$ cat config.mk
export PLATFORM = sky130hd
export DESIGN_NAME = mem_port_arbiter
export DESIGN_NICKNAME = d
export VERILOG_FILES = /design/src/rtl/mem_port_arbiter.sv
export SDC_FILE = /design/constraint.sdc
export NUM_CORES = 1
export LEC_CHECK = 0
export BUFFER_PORTS_ARGS = -buffer_cell sky130_fd_sc_hd__buf_2
export CORE_MARGIN = 3
export CORE_UTILIZATION = 31
export DETAILED_ROUTE_END_ITERATION = 7
export GPL_TIMING_DRIVEN = 0
export HOLD_SLACK_MARGIN = 0.05
export PLACE_DENSITY = 0.7
export SYNTH_ARGS = -nofsm -noshare
export SYNTH_HDL_FRONTEND = slang
export SYNTH_SLANG_ARGS = --single-unit
$ cat constraint.sdc
create_clock -name clk -period 1.8 [get_ports clk]
set_input_delay 0.18 -clock clk [delete_from_list [all_inputs] [get_ports clk]]
set_output_delay 0.18 -clock clk [all_outputs]
set_load 0.005 [all_outputs]
$ cat src/rtl/mem_port_arbiter.sv
// mem_port_arbiter: shares one physical memory port between instruction fetch
// and the MEM stage. Data requests win; the optional fetch-starvation guard is
// compiled in with `define ARB_STARVE_GUARD_EN.
module mem_port_arbiter #(
  parameter int unsigned STARVE_LIMIT = 4
) (
  input  logic        clk,
  input  logic        rst_n,
  input  logic        i_read,
  input  logic [31:0] i_address,
  output logic [31:0] i_rdata,
  output logic        i_resp,
  input  logic        d_read,
  input  logic        d_write,
  input  logic [31:0] d_address,
  input  logic [31:0] d_wdata,
  input  logic [3:0]  d_wmask,
  output logic [31:0] d_rdata,
  output logic        d_resp,
  output logic        pmem_read,
  output logic        pmem_write,
  output logic [31:0] pmem_address,
  output logic [31:0] pmem_wdata,
  output logic [3:0]  pmem_wmask,
  input  logic [31:0] pmem_rdata,
  input  logic        pmem_resp
);

  typedef enum logic [1:0] {IDLE, SERVE_I, SERVE_D} state_t;

  state_t state;
  logic   d_req;
  logic   force_i;
  logic   grant_d;
  logic   grant_i;

  assign d_req = d_read | d_write;

`ifdef ARB_STARVE_GUARD_EN
  logic [7:0] starve_cnt;

  assign force_i = (starve_cnt == 8'(STARVE_LIMIT));

  // Count data grants that bypass a waiting fetch; a fetch grant clears it.
  always_ff @(posedge clk or negedge rst_n) begin
    if (!rst_n) begin
      starve_cnt <= '0;
    end else if (grant_i) begin
      starve_cnt <= '0;
    end else if (grant_d && i_read && !force_i) begin
      starve_cnt <= starve_cnt + 8'd1;
    end
  end
`else
  logic unused_limit;

  assign force_i      = 1'b0;
  assign unused_limit = ^8'(STARVE_LIMIT);
`endif

  // Grant decision in IDLE: data first unless the guard forces the fetch.
  always_comb begin
    grant_d = (state == IDLE) && d_req && !(i_read && force_i);
    grant_i = (state == IDLE) && i_read && !grant_d;
  end

  // Arbiter FSM; the pmem_* outputs are the request latched at grant time.
  always_ff @(posedge clk or negedge rst_n) begin
    if (!rst_n) begin
      state        <= IDLE;
      pmem_read    <= 1'b0;
      pmem_write   <= 1'b0;
      pmem_address <= '0;
      pmem_wdata   <= '0;
      pmem_wmask   <= '0;
    end else begin
      case (state)
        IDLE: begin
          if (grant_d) begin
            state        <= SERVE_D;
            // Read+write together is illegal; it is treated as a write.
            pmem_read    <= ~d_write;
            pmem_write   <= d_write;
            pmem_address <= d_address;
            pmem_wdata   <= d_wdata;
            pmem_wmask   <= d_wmask;
          end else if (grant_i) begin
            state        <= SERVE_I;
            pmem_read    <= 1'b1;
            pmem_write   <= 1'b0;
            pmem_address <= i_address;
            pmem_wdata   <= '0;
            pmem_wmask   <= '0;
          end
        end
        SERVE_I, SERVE_D: begin
          if (pmem_resp) begin
            state      <= IDLE;
            pmem_read  <= 1'b0;
            pmem_write <= 1'b0;
          end
        end
        default: begin
          state      <= IDLE;
          pmem_read  <= 1'b0;
          pmem_write <= 1'b0;
        end
      endcase
    end
  end

  // Responses pass straight through; a request dropped early loses its resp.
  always_comb begin
    i_resp  = (state == SERVE_I) && pmem_resp && i_read;
    d_resp  = (state == SERVE_D) && pmem_resp && d_req;
    i_rdata = i_resp ? pmem_rdata : '0;
    d_rdata = d_resp ? pmem_rdata : '0;
  end

endmodule

==> results of run 1 <==
-- worst min-delay path by stage --
stage,from,endpoint,slack (ps),cells after the start
5_1_grt,d_wmask[3],pmem_wmask[3],50,2
2_1_floorplan,rst_n,pmem_address[0],-120,0
6_report,d_wmask[3],pmem_wmask[3],70,2
3_5_place_dp,rst_n,pmem_wdata[26],370,1
3_3_place_gp,d_wdata[14],pmem_wdata[14],400,2
4_1_cts,d_wmask[3],pmem_wmask[3],50,2
-- repair_timing --
action / in CTS / in global routing
gates resized for setup: 28 / 18
pin swaps: 1 / 0
cloned: 2 / 0
endpoints found under the hold margin: 104 / 0
hold buffers: 33 / 0
setup buffers: 3 / 0
endpoints found under the setup margin: 126 / 109
-- final cells by class --
class	instances	share of cell area (%)
Buffer	23	3.70
Clock buffer	9	2.19
Clock inverter	7	1.81
Inverter	3	0.199
Multi-Input combinational cell	192	26.4
Sequential cell	72	31.9
Tap cell	136	3.01
Timing Repair Buffer	311	30.8
-- power by group through the flow --
stage / Sequential, mW / Combinational [mW] / Clock (mW)
5_1_grt: 2.93 / 3.99 / 1.58
4_1_cts: 2.82 / 3.63 / 1.52
3_5_place_dp: 2.84 / 3.45 / 0
6_report: 2.83 / 3.64 / 1.46
3_3_place_gp: 2.82 / 3.37 / 0
2_1_floorplan: 2.90 / 1.80 / 0
-- state kept, by name, indices dropped and copies added (netlist names) --
name and flops:
pmem_wmask 4, pmem_read 1, state 2, pmem_write 1, pmem_address 32, pmem_wdata 32
-- critical path: cells and delay by family, from the launching register on --
family | cells | cell delay [ps]
fa+ha+maj | 1 | 150
buf+inv | 3 | 350
flops | 1 | 420
simple gates | 2 | 380
-- per-stage QoR --
stage	setup TNS (ps)	total power, mW	util, %	hold slack [ps]
detailed placement	-4840	6.29	47.2	372
CTS	-887	7.96	53.6	51.0
global route	-6820	8.51	53.8	54.6
floorplan	0	4.71	-	-116
global placement	-2770	6.18	47.2	403
finish	-91.4	7.93	53.8	69.3
-- cell usage after synthesis --
cell        n  area (sq um)
o221a_2     2          22.5
o221a_1    30           338
o22ai_1     1          6.26
o211ai_1    1          7.51
or3_1       1          6.26
and3_1      2          12.5
nor2b_1     1          6.26
buf_2       7          35.0
o2111ai_1   1          8.76
a21o_1      1          7.51
a22oi_1     2          15.0
or2_1       1          6.26
dfrtp_1    72          1800
nand3_1     1          5.00
buf_6       1          11.3
ha_1        4          50.1
clkbuf_1   12          45.0
o21ai_0     2          10.0
buf_8       3          45.0
nor2_1      2          7.51
a21oi_1     2          10.0
inv_1       3          11.3
nand2_1     2          7.51
or2_2      32           200
and2_1     64           400
nor2_2      1          6.26
o2bb2a_1    1          10.0
nand2b_1    2          12.5
a22o_1     36           315
-- kinds of logic (layout without fill, tap and decap cells) --
logic type | Yosys count | in the layout | synth area share (%)
adder cells (fa/ha/maj) | 4 | 4 | 1.46
buffers and inverters | 26 | 353 | 4.32
AO/OA/AOI/OAI | 79 | 79 | 21.9
AND/OR/NAND/NOR | 109 | 109 | 19.6
flip-flops | 72 | 72 | 52.7
-- layer usage --
metal	routed length, microns	global-route usage [%]	vias to the layer above
met5	0	0	-
met4	168	7.38	0
met3	911	4.31	13
met2	6450	35.4	183
met1	4720	22.1	1700
li1	-	-	1697
==> metrics.txt, run 1 <==
TritonCTS clock tree=yes; Avg Cell Area, Syn=11.8 sq um; sequential share of power=35.7%; filler instances=942; vias in the first global route=3793; Die Area=12300 sq um; clock sink count=72; Worst Setup End Kind=primary output; fin crit period=1820 ps; Routability Congestion=0.833; Synth Net Count=432; Post-Place Cells=around 700; I/O pin total=approximately 270; Site Rows=37; CP Cell Sequence=inv_2 > ha_1 > and3_4 > clkbuf_8 > and2_4 > buf_2; worst-path maximum fanout=6; switching power share of the total=between 30% and 40%; Max-Cap Viols=0; DIE WIDTH=111 microns; Arrival @ worst endpoint=about 1600 ps; clock share of power=18.4%; synthesis-to-finish area growth=65.3%; Post-Syn Instances=290; post-route worst setup slack=-18.2 ps; final setup fails=16; Comb pwr share=45.8%; WL final=12300 microns; post-synthesis cell area=3420 sq um; vias post-DR=3593; Yosys cell types=29; DR iter-0 viols=205; drt wl/cell=16.3 microns; CP endpoint=i_rdata[11]; Seq/Total Area, Yosys=52.7%; WS Path Type=reg -> out; root buffer cell=clkbuf_8; FF-to-FF End=pmem_address[0]; Slew headroom=around two fifths; failing checks=negative setup slack; DRT Pass-1 Iters=4; Sequential Area=1800 sq um; Bufs on Longest Clock Path=2; fin nets=~750; die height=between 100 and 150 microns; n_diodes=0; RSZ-0062 raised after global routing=yes; Initial Utilization=32.6%; hold crit path type=in -> reg; Net Sw Power=2.78 mW; power per cell area=1400 nW/um^2; HPWL after DPL=between 9000 and 10000 microns; Slew @ Worst Pin=just under 900 ps; post-route cell area=5650 sq um; CP peak stage delay=between 400 and 500 ps; Reg2Reg Depth=7; Worst-Skew Late Latency=350 ps; worst clock skew=around 9.5 ps; most common cell after layout, fill and taps aside=buf_2; CTS clk-pin slew, worst paths=about 80 ps; Int Power=5.15 mW; fmax=approximately 550 MHz; grt ovf=0; status=finished with violations; largest net degree at the start of global routing=73; Setup crit start kind=flop; Seq cells post-synth=72; core footprint=10500 sq um; share of cells above drive strength 1=between 50% and 60%; initial antenna violation count=0; vias per cell=4.77; Worst R2R Start=state[1]; worst vdd ir=0.709 mV; final critical-path share of the clock period=101%; area of the multi-input gates=between 1000 and 1500 sq um; final hold violation count=0; first-pass GRT wire length=19400 microns; final slew viol count=0; number of remaining DRC errors=0; Final ANT Viol Nets=0; most frequent cells in the layout=279 x buf_2, 72 x dfrtp_1, 63 x and2_1, 36 x a22o_1, 33 x dlygate4sd3_1; Placed Area=4960 sq um; YS warnings=0; CTS buffer count=9; cell leakage power=3.01 nW; R2R setup slack=-10 ps; CTS H-tree lvls=3; Critical path origin=state[1]; I/O Buffers=273; required time of the critical path=1620 ps; dpl ws=-170 ps; slowest stage cell, crit path=dfrtp_1; Finished Layout Cells=approximately 750; total track usage=19.4%
Power figures use the tool's default switching activity.
==> inputs of run 2 (changes only) <==
--- a/config.mk
+++ b/config.mk
@@ -12,6 +12,7 @@
 export GPL_TIMING_DRIVEN = 0
 export HOLD_SLACK_MARGIN = 0.05
 export PLACE_DENSITY = 0.7
+export SETUP_SLACK_MARGIN = 0.2
 export SYNTH_ARGS = -nofsm -noshare
 export SYNTH_HDL_FRONTEND = slang
 export SYNTH_SLANG_ARGS = --single-unit
==> run 2 against run 1 <==
- the flow still finishes with violations (negative setup slack)
- clock-buffer cell count did not move
- final cell count grew 1.9%
- hold slack better by 1.0 ps
- maximum frequency is 1.9% lower
- first-iteration DRC count decreased by 13%
- sequential power is essentially flat
- critical endpoint is now i_rdata[21]
==> metrics.txt, run 2 (same netlist as run 1, synthesis figures left out) <==
Worst-Skew Late Latency=350 ps (about the same); final setup fails=52 (+36); Routability Congestion=0.820 (-1.5%); DR iter-0 viols=178 (-13%); vias in the first global route=3833 (+1.1%); worst-path maximum fanout=5 (-1); share of cells above drive strength 1=66.9% (+8.7 points); synthesis-to-finish area growth=85.6%; Max-Cap Viols=0 (unchanged); TritonCTS clock tree=yes; clock sink count=72 (unchanged); slowest stage cell, crit path=dfrtp_1; I/O Buffers=273 (unchanged); vias post-DR=3699 (+3.0%); CTS clk-pin slew, worst paths=90 ps (about the same); die height=111 microns (unchanged); I/O pin total=274 (unchanged); fmax=540 MHz (-1.9%); DIE WIDTH=111 microns (unchanged); CTS H-tree lvls=3 (unchanged); final hold violation count=0 (unchanged); DRT Pass-1 Iters=4 (unchanged); core footprint=10500 sq um (unchanged); met2 wire len=6760 microns (+4.8%); power per cell area=1430 nW/um^2 (+1.8%); most common cell after layout, fill and taps aside=buf_2; first-pass GRT wire length=19700 microns (+1.2%); grt ovf=0 (unchanged); Slew headroom=39.8% (-0.66 points); Arrival @ worst endpoint=1670 ps (+30 ps); Bufs on Longest Clock Path=2 (unchanged); biggest registers after layout=pmem_address (32), pmem_wdata (32), pmem_wmask (4); post-route worst setup slack=-52.8 ps (-34.5 ps); RSZ-0062 raised after global routing=yes; TNS Setup=-1470 ps (-1380 ps); total track usage=19.5% (+0.099 points); CTS buffer count=9 (unchanged); R2R setup slack=10 ps (+20 ps); final critical-path share of the clock period=103% (+1.9 points); Initial Utilization=32.6% (unchanged); Top Layer Used=met4; HPWL after DPL=9070 microns (-0.39%); Setup crit start kind=flop; largest net degree at the start of global routing=73 (unchanged); Site Rows=37 (unchanged); final slew viol count=0 (unchanged); WL final=13300 microns (+8.7%); drt wl/cell=17.4 microns (+6.8%); post-route cell area=6350 sq um (+12%); most frequent cells in the layout=242 x buf_2, 72 x dfrtp_1, 48 x buf_6, 36 x a22o_1, 34 x and2_4; number of remaining DRC errors=0 (unchanged); Worst Setup End Kind=primary output; CP peak stage delay=430 ps (about the same); cell leakage power=3.26 nW (+8.5%); n_diodes=0 (unchanged); CP Cell Sequence=buf_6 > ha_4 > and3_4 > clkbuf_8 > and2_1 > buf_2; fin nets=768 (+1.9%); filler instances=854 (-9.3%); Final ANT Viol Nets=0 (unchanged); hold crit path type=in -> reg; Die Area=12300 sq um (unchanged); worst vdd ir=0.757 mV (+6.7%); root buffer cell=clkbuf_8; Placed Area=4980 sq um (+0.50%); failing checks=negative setup slack; Post-Route M1 WL=5180 microns (+9.8%); status=finished with violations; worst clock skew=8.43 ps (-1.06 ps); WS Path Type=reg -> out; metal3 WL=1090 microns (+19%); initial antenna violation count=0 (unchanged); required time of the critical path=1620 ps (about the same); vias per cell=4.82 (+1.1%); fin crit period=1850 ps (+34.5 ps); Slew @ Worst Pin=903 ps (+9.91 ps)
-- run 2: cell types whose count changed in the layout (fill, tap and decap cells not counted), sizes merged --
cell and delta:
buf +19, clkbuf +4, dlygate4sd3 -9, inv -1
clkinv +1
-- run 2: critical path: cells and delay by family, from the launching register on --
kind	cells	cell delay, ps
buf+inv	3	420
simple gates	2	340
flops	1	430
fa+ha+maj	1	140
-- run 2: stage by stage --
step                      hold slack (ps)  std cells  setup WS [ps]  util, %  total power, mW
after floorplan                      -116        290            147        -             4.75
after global placement                404        699           -111     47.4             6.24
after detailed placement              362        699          -93.7     47.4             6.34
after CTS                            51.8        754          -62.2     55.7             8.47
after global routing                 47.3        767           -121     60.4             9.67
final                                70.3        767          -52.8     60.4             9.07
-- run 2: layout make-up --
cell class / instances / area, sq um / share of cell area, %
repair buffers: 325 / 2180 / 34.4
inverters: 3 / 20.0 / 0.315
clock inverters: 7 / 103 / 1.62
clock buffers: 9 / 124 / 1.95
multi-input cells: 192 / 1670 / 26.3
plain buffers: 23 / 278 / 4.37
flip-flops and latches: 72 / 1800 / 28.4
well taps: 136 / 170 / 2.68
-- run 2: worst paths after layout --
| path | start | end | cells past startpoint |
|---|---|---|---|
| setup reg to reg | state[1] | pmem_address[15] | 7 |
| max in group asynchronous | rst_n | state[1] | 2 |
| min in group asynchronous | rst_n | pmem_address[3] | 2 |
| setup / recovery | state[0] | i_rdata[21] | 6 |
| hold / removal | d_wdata[13] | pmem_wdata[13] | 2 |
| hold reg to reg | pmem_wdata[28] | pmem_wdata[28] | 1 |
-- run 2: power by group --
| group | internal (mW) | switching (mW) |
|---|---|---|
| Clock | 0.800 | 0.675 |
| Sequential | 2.41 | 0.437 |
| Combinational | 2.76 | 1.99 |
| Total | 5.96 | 3.11 |
-- run 2: what timing repair did --
item                                    CTS  global route
hold endpoints to repair                 95             0
resized for setup                        76            83
endpoints found under the setup margin  128           133
gates cloned                              5             6
pin swaps                                39            18
setup buffers                            10             7
hold buffers                             24             0
-- run 2: per-layer routing --
metal | track usage, % | vias up
met5 | 0 | -
met4 | 5.84 | 0
met3 | 4.86 | 25
met2 | 34.9 | 196
met1 | 23.1 | 1747
li1 | - | 1731
==> inputs of run 3 (changes only) <==
--- a/config.mk
+++ b/config.mk
@@ -5,13 +5,13 @@
 export SDC_FILE = /design/constraint.sdc
 export NUM_CORES = 1
 export LEC_CHECK = 0
-export BUFFER_PORTS_ARGS = -buffer_cell sky130_fd_sc_hd__buf_2
 export CORE_MARGIN = 3
 export CORE_UTILIZATION = 31
 export DETAILED_ROUTE_END_ITERATION = 7
+export DONT_BUFFER_PORTS = 1
 export GPL_TIMING_DRIVEN = 0
 export HOLD_SLACK_MARGIN = 0.05
-export PLACE_DENSITY = 0.7
+export PLACE_DENSITY = 0.49
 export SETUP_SLACK_MARGIN = 0.2
 export SYNTH_ARGS = -nofsm -noshare
 export SYNTH_HDL_FRONTEND = slang
==> run 3 against run 2 <==
- power is 20% lower
- wire length fell by 12%
- hold slack got worse by 550 ps
- utilization shrank 14 points
- non-clock buffer count down 244
- combinational power down 40%
- via count fell by 25%
- cell area shrank 23%
- global-route usage is 1.3 points lower
- the flow finishes with violations (negative hold slack)
- sequential share of layout area up 8.5 points
- first-iteration DRC count down 3.4%
==> metrics.txt, run 3 (same netlist as run 1, synthesis figures left out) <==
status=finished with violations; failing checks=negative hold slack; vias in the first global route=2994 (-22%); WL final=11700 microns (-12%); worst-path maximum fanout=10 (+5); number of remaining DRC errors=0 (unchanged); die height=111 microns (unchanged); fin crit period=1800 ps (-56.9 ps); share of cells above drive strength 1=31.2% (-36 points); DRT Pass-1 Iters=4 (unchanged); clock share of power=17.7% (+1.4 points); largest net degree at the start of global routing=73 (unchanged); I/O Buffers=0 (-100%); Net Sw Power=2.62 mW (-16%); WP depth=7 (+1); most frequent CP cell=buf_8; initial antenna violation count=0 (unchanged); synthesis-to-finish area growth=42.7%; first-pass GRT wire length=17800 microns (-9.7%); fmax=557 MHz (+3.2%); Reg2Reg Depth=7 (unchanged); dpl ws=-79.8 ps (+13.8 ps); post-route worst setup slack=4.13 ps (+56.9 ps); total track usage=18.2% (-1.3 points); most common cell after layout, fill and taps aside=dfrtp_1; CTS buffer count=9 (unchanged); Worst-Skew Late Latency=340 ps (about the same); filler instances=923 (+8.1%); required time of the critical path=2020 ps (+400 ps); Critical path origin=state[0]; number of buffers and inverters on the critical path=3 (unchanged); switching power share of the total=36.2% (+1.9 points); CTS clk-pin slew, worst paths=80 ps (about the same); final setup fails=0 (-100%); power per cell area=1480 nW/um^2 (+3.7%); Int Power=4.62 mW (-23%); Worst Setup End Kind=flop; area of the multi-input gates=1650 sq um (-1.3%); Worst R2R Start=state[0]; Pwr Total=7.23 mW (-20%); hold buffer count at CTS=70 (+190%); Fin Hold WS=-478 ps (-549 ps); final slew viol count=0 (unchanged); fin nets=525 (-32%); DR iter-0 viols=172 (-3.4%); slowest stage cell, crit path=dfrtp_1; final critical-path share of the clock period=99.8% (-3.2 points); WS Path Type=reg -> reg; root buffer cell=clkbuf_8; Bufs on Longest Clock Path=2 (unchanged); CP Cell Sequence=inv_4 > ha_4 > nand2b_4 > or3_4 > buf_8 > buf_8 > o221a_1; n_diodes=0 (unchanged); met2 wire len=6170 microns (-8.7%); sequential share of power=43.1% (+12 points); HPWL after DPL=8200 microns (-9.7%); TritonCTS clock tree=yes; Die Area=12300 sq um (unchanged); Max-Cap Viols=0 (unchanged); clock sink count=72 (unchanged); FF-to-FF End=pmem_address[18]; vias per cell=5.31 (+10%); crit-path leading delay family=flip-flops; Site Rows=37 (unchanged); Final ANT Viol Nets=0 (unchanged); Slew @ Worst Pin=515 ps (-388 ps); worst vdd ir=0.588 mV (-22%); metal3 WL=982 microns (-9.7%); drt wl/cell=22.4 microns (+29%); Sequential Area=1800 sq um (unchanged); I/O pin total=274 (unchanged); TNS Setup=0 ps (+1470 ps); R2R setup slack=4 ps (about the same); Routability Congestion=0.762 (-7.1%); Initial Utilization=32.6% (unchanged); final hold violation count=72 (+72); DIE WIDTH=111 microns (unchanged); Comb pwr share=39.2% (-13 points); most frequent cells in the layout=72 x dfrtp_1, 70 x dlygate4sd3_1, 40 x and2_1, 36 x a22o_1, 32 x or2_2; CP endpoint=pmem_address[18]; Slew headroom=65.6% (+26 points); cell leakage power=2.08 nW (-36%); Arrival @ worst endpoint=2020 ps (+350 ps); core footprint=10500 sq um (unchanged); hold crit path type=in -> async; CTS H-tree lvls=3 (unchanged); Setup crit start kind=flop; Top Layer Used=met4; biggest registers after layout=pmem_address (32), pmem_wdata (32), pmem_wmask (4); worst clock skew=17.7 ps (+9.29 ps); Post-Route M1 WL=4390 microns (-15%); CP peak stage delay=430 ps (about the same); vias post-DR=2785 (-25%); RSZ-0062 raised after global routing=yes; grt ovf=0 (unchanged)
run 3: area by class of cell:
class	instances	area share (%)
flip-flops and latches	72	36.9
multi-input cells	193	33.8
repair buffers	81	17.1
plain buffers	23	4.38
well taps	136	3.49
clock buffers	10	2.61
clock inverters	6	1.41
inverters	3	0.333
run 3: routing by layer:
layer	GRT usage [%]	vias up
met5	0	-
met4	5.19	0
met3	5.08	12
met2	33.0	180
met1	20.8	1359
li1	-	1234
run 3: power by group through the flow:
stage | Combinational (mW) | Clock [mW] | Sequential [mW]
3_3_place_gp | 2.22 | 0 | 3.15
3_5_place_dp | 2.27 | 0 | 3.15
6_report | 2.83 | 1.28 | 3.12
4_1_cts | 2.73 | 1.33 | 3.12
5_1_grt | 3.10 | 1.41 | 3.20
2_1_floorplan | 1.85 | 0 | 2.91
run 3: worst min path at each step:
| stage | start | endpoint | cells after the start |
|---|---|---|---|
| after global routing | rst_n | pmem_address[27] | 0 |
| after global placement | rst_n | pmem_address[27] | 0 |
| after CTS | rst_n | pmem_address[27] | 0 |
| after detailed placement | rst_n | pmem_address[27] | 0 |
| final | rst_n | pmem_address[27] | 0 |
| after floorplan | rst_n | pmem_address[0] | 0 |
run 3: metrics by stage:
step / hold WS [ps] / instance area (sq um) / instances / utilization (%)
CTS: -494 / 4770 / 520 / 45.4
global placement: -114 / 3620 / 426 / 34.4
global route: -508 / 4880 / 524 / 46.4
detailed placement: -114 / 3620 / 426 / 34.4
floorplan: -116 / 3450 / 290 / -
finish: -478 / 4880 / 524 / 46.4
run 3: worst reg2reg max path: stages (launching register included):
cell	delay [ps]
dfrtp_1	430
inv_4	120
ha_4	170
nand2b_4	50
or3_4	370
buf_8	160
buf_8	140
o221a_1	250
run 3: timing repair:
action / CTS / global route
cloned: 4 / 2
hold endpoints to repair: 142 / 72
pin swaps: 23 / 2
gates resized for setup: 63 / 14
endpoints found under the setup margin: 128 / 129
setup buffers: 4 / 2
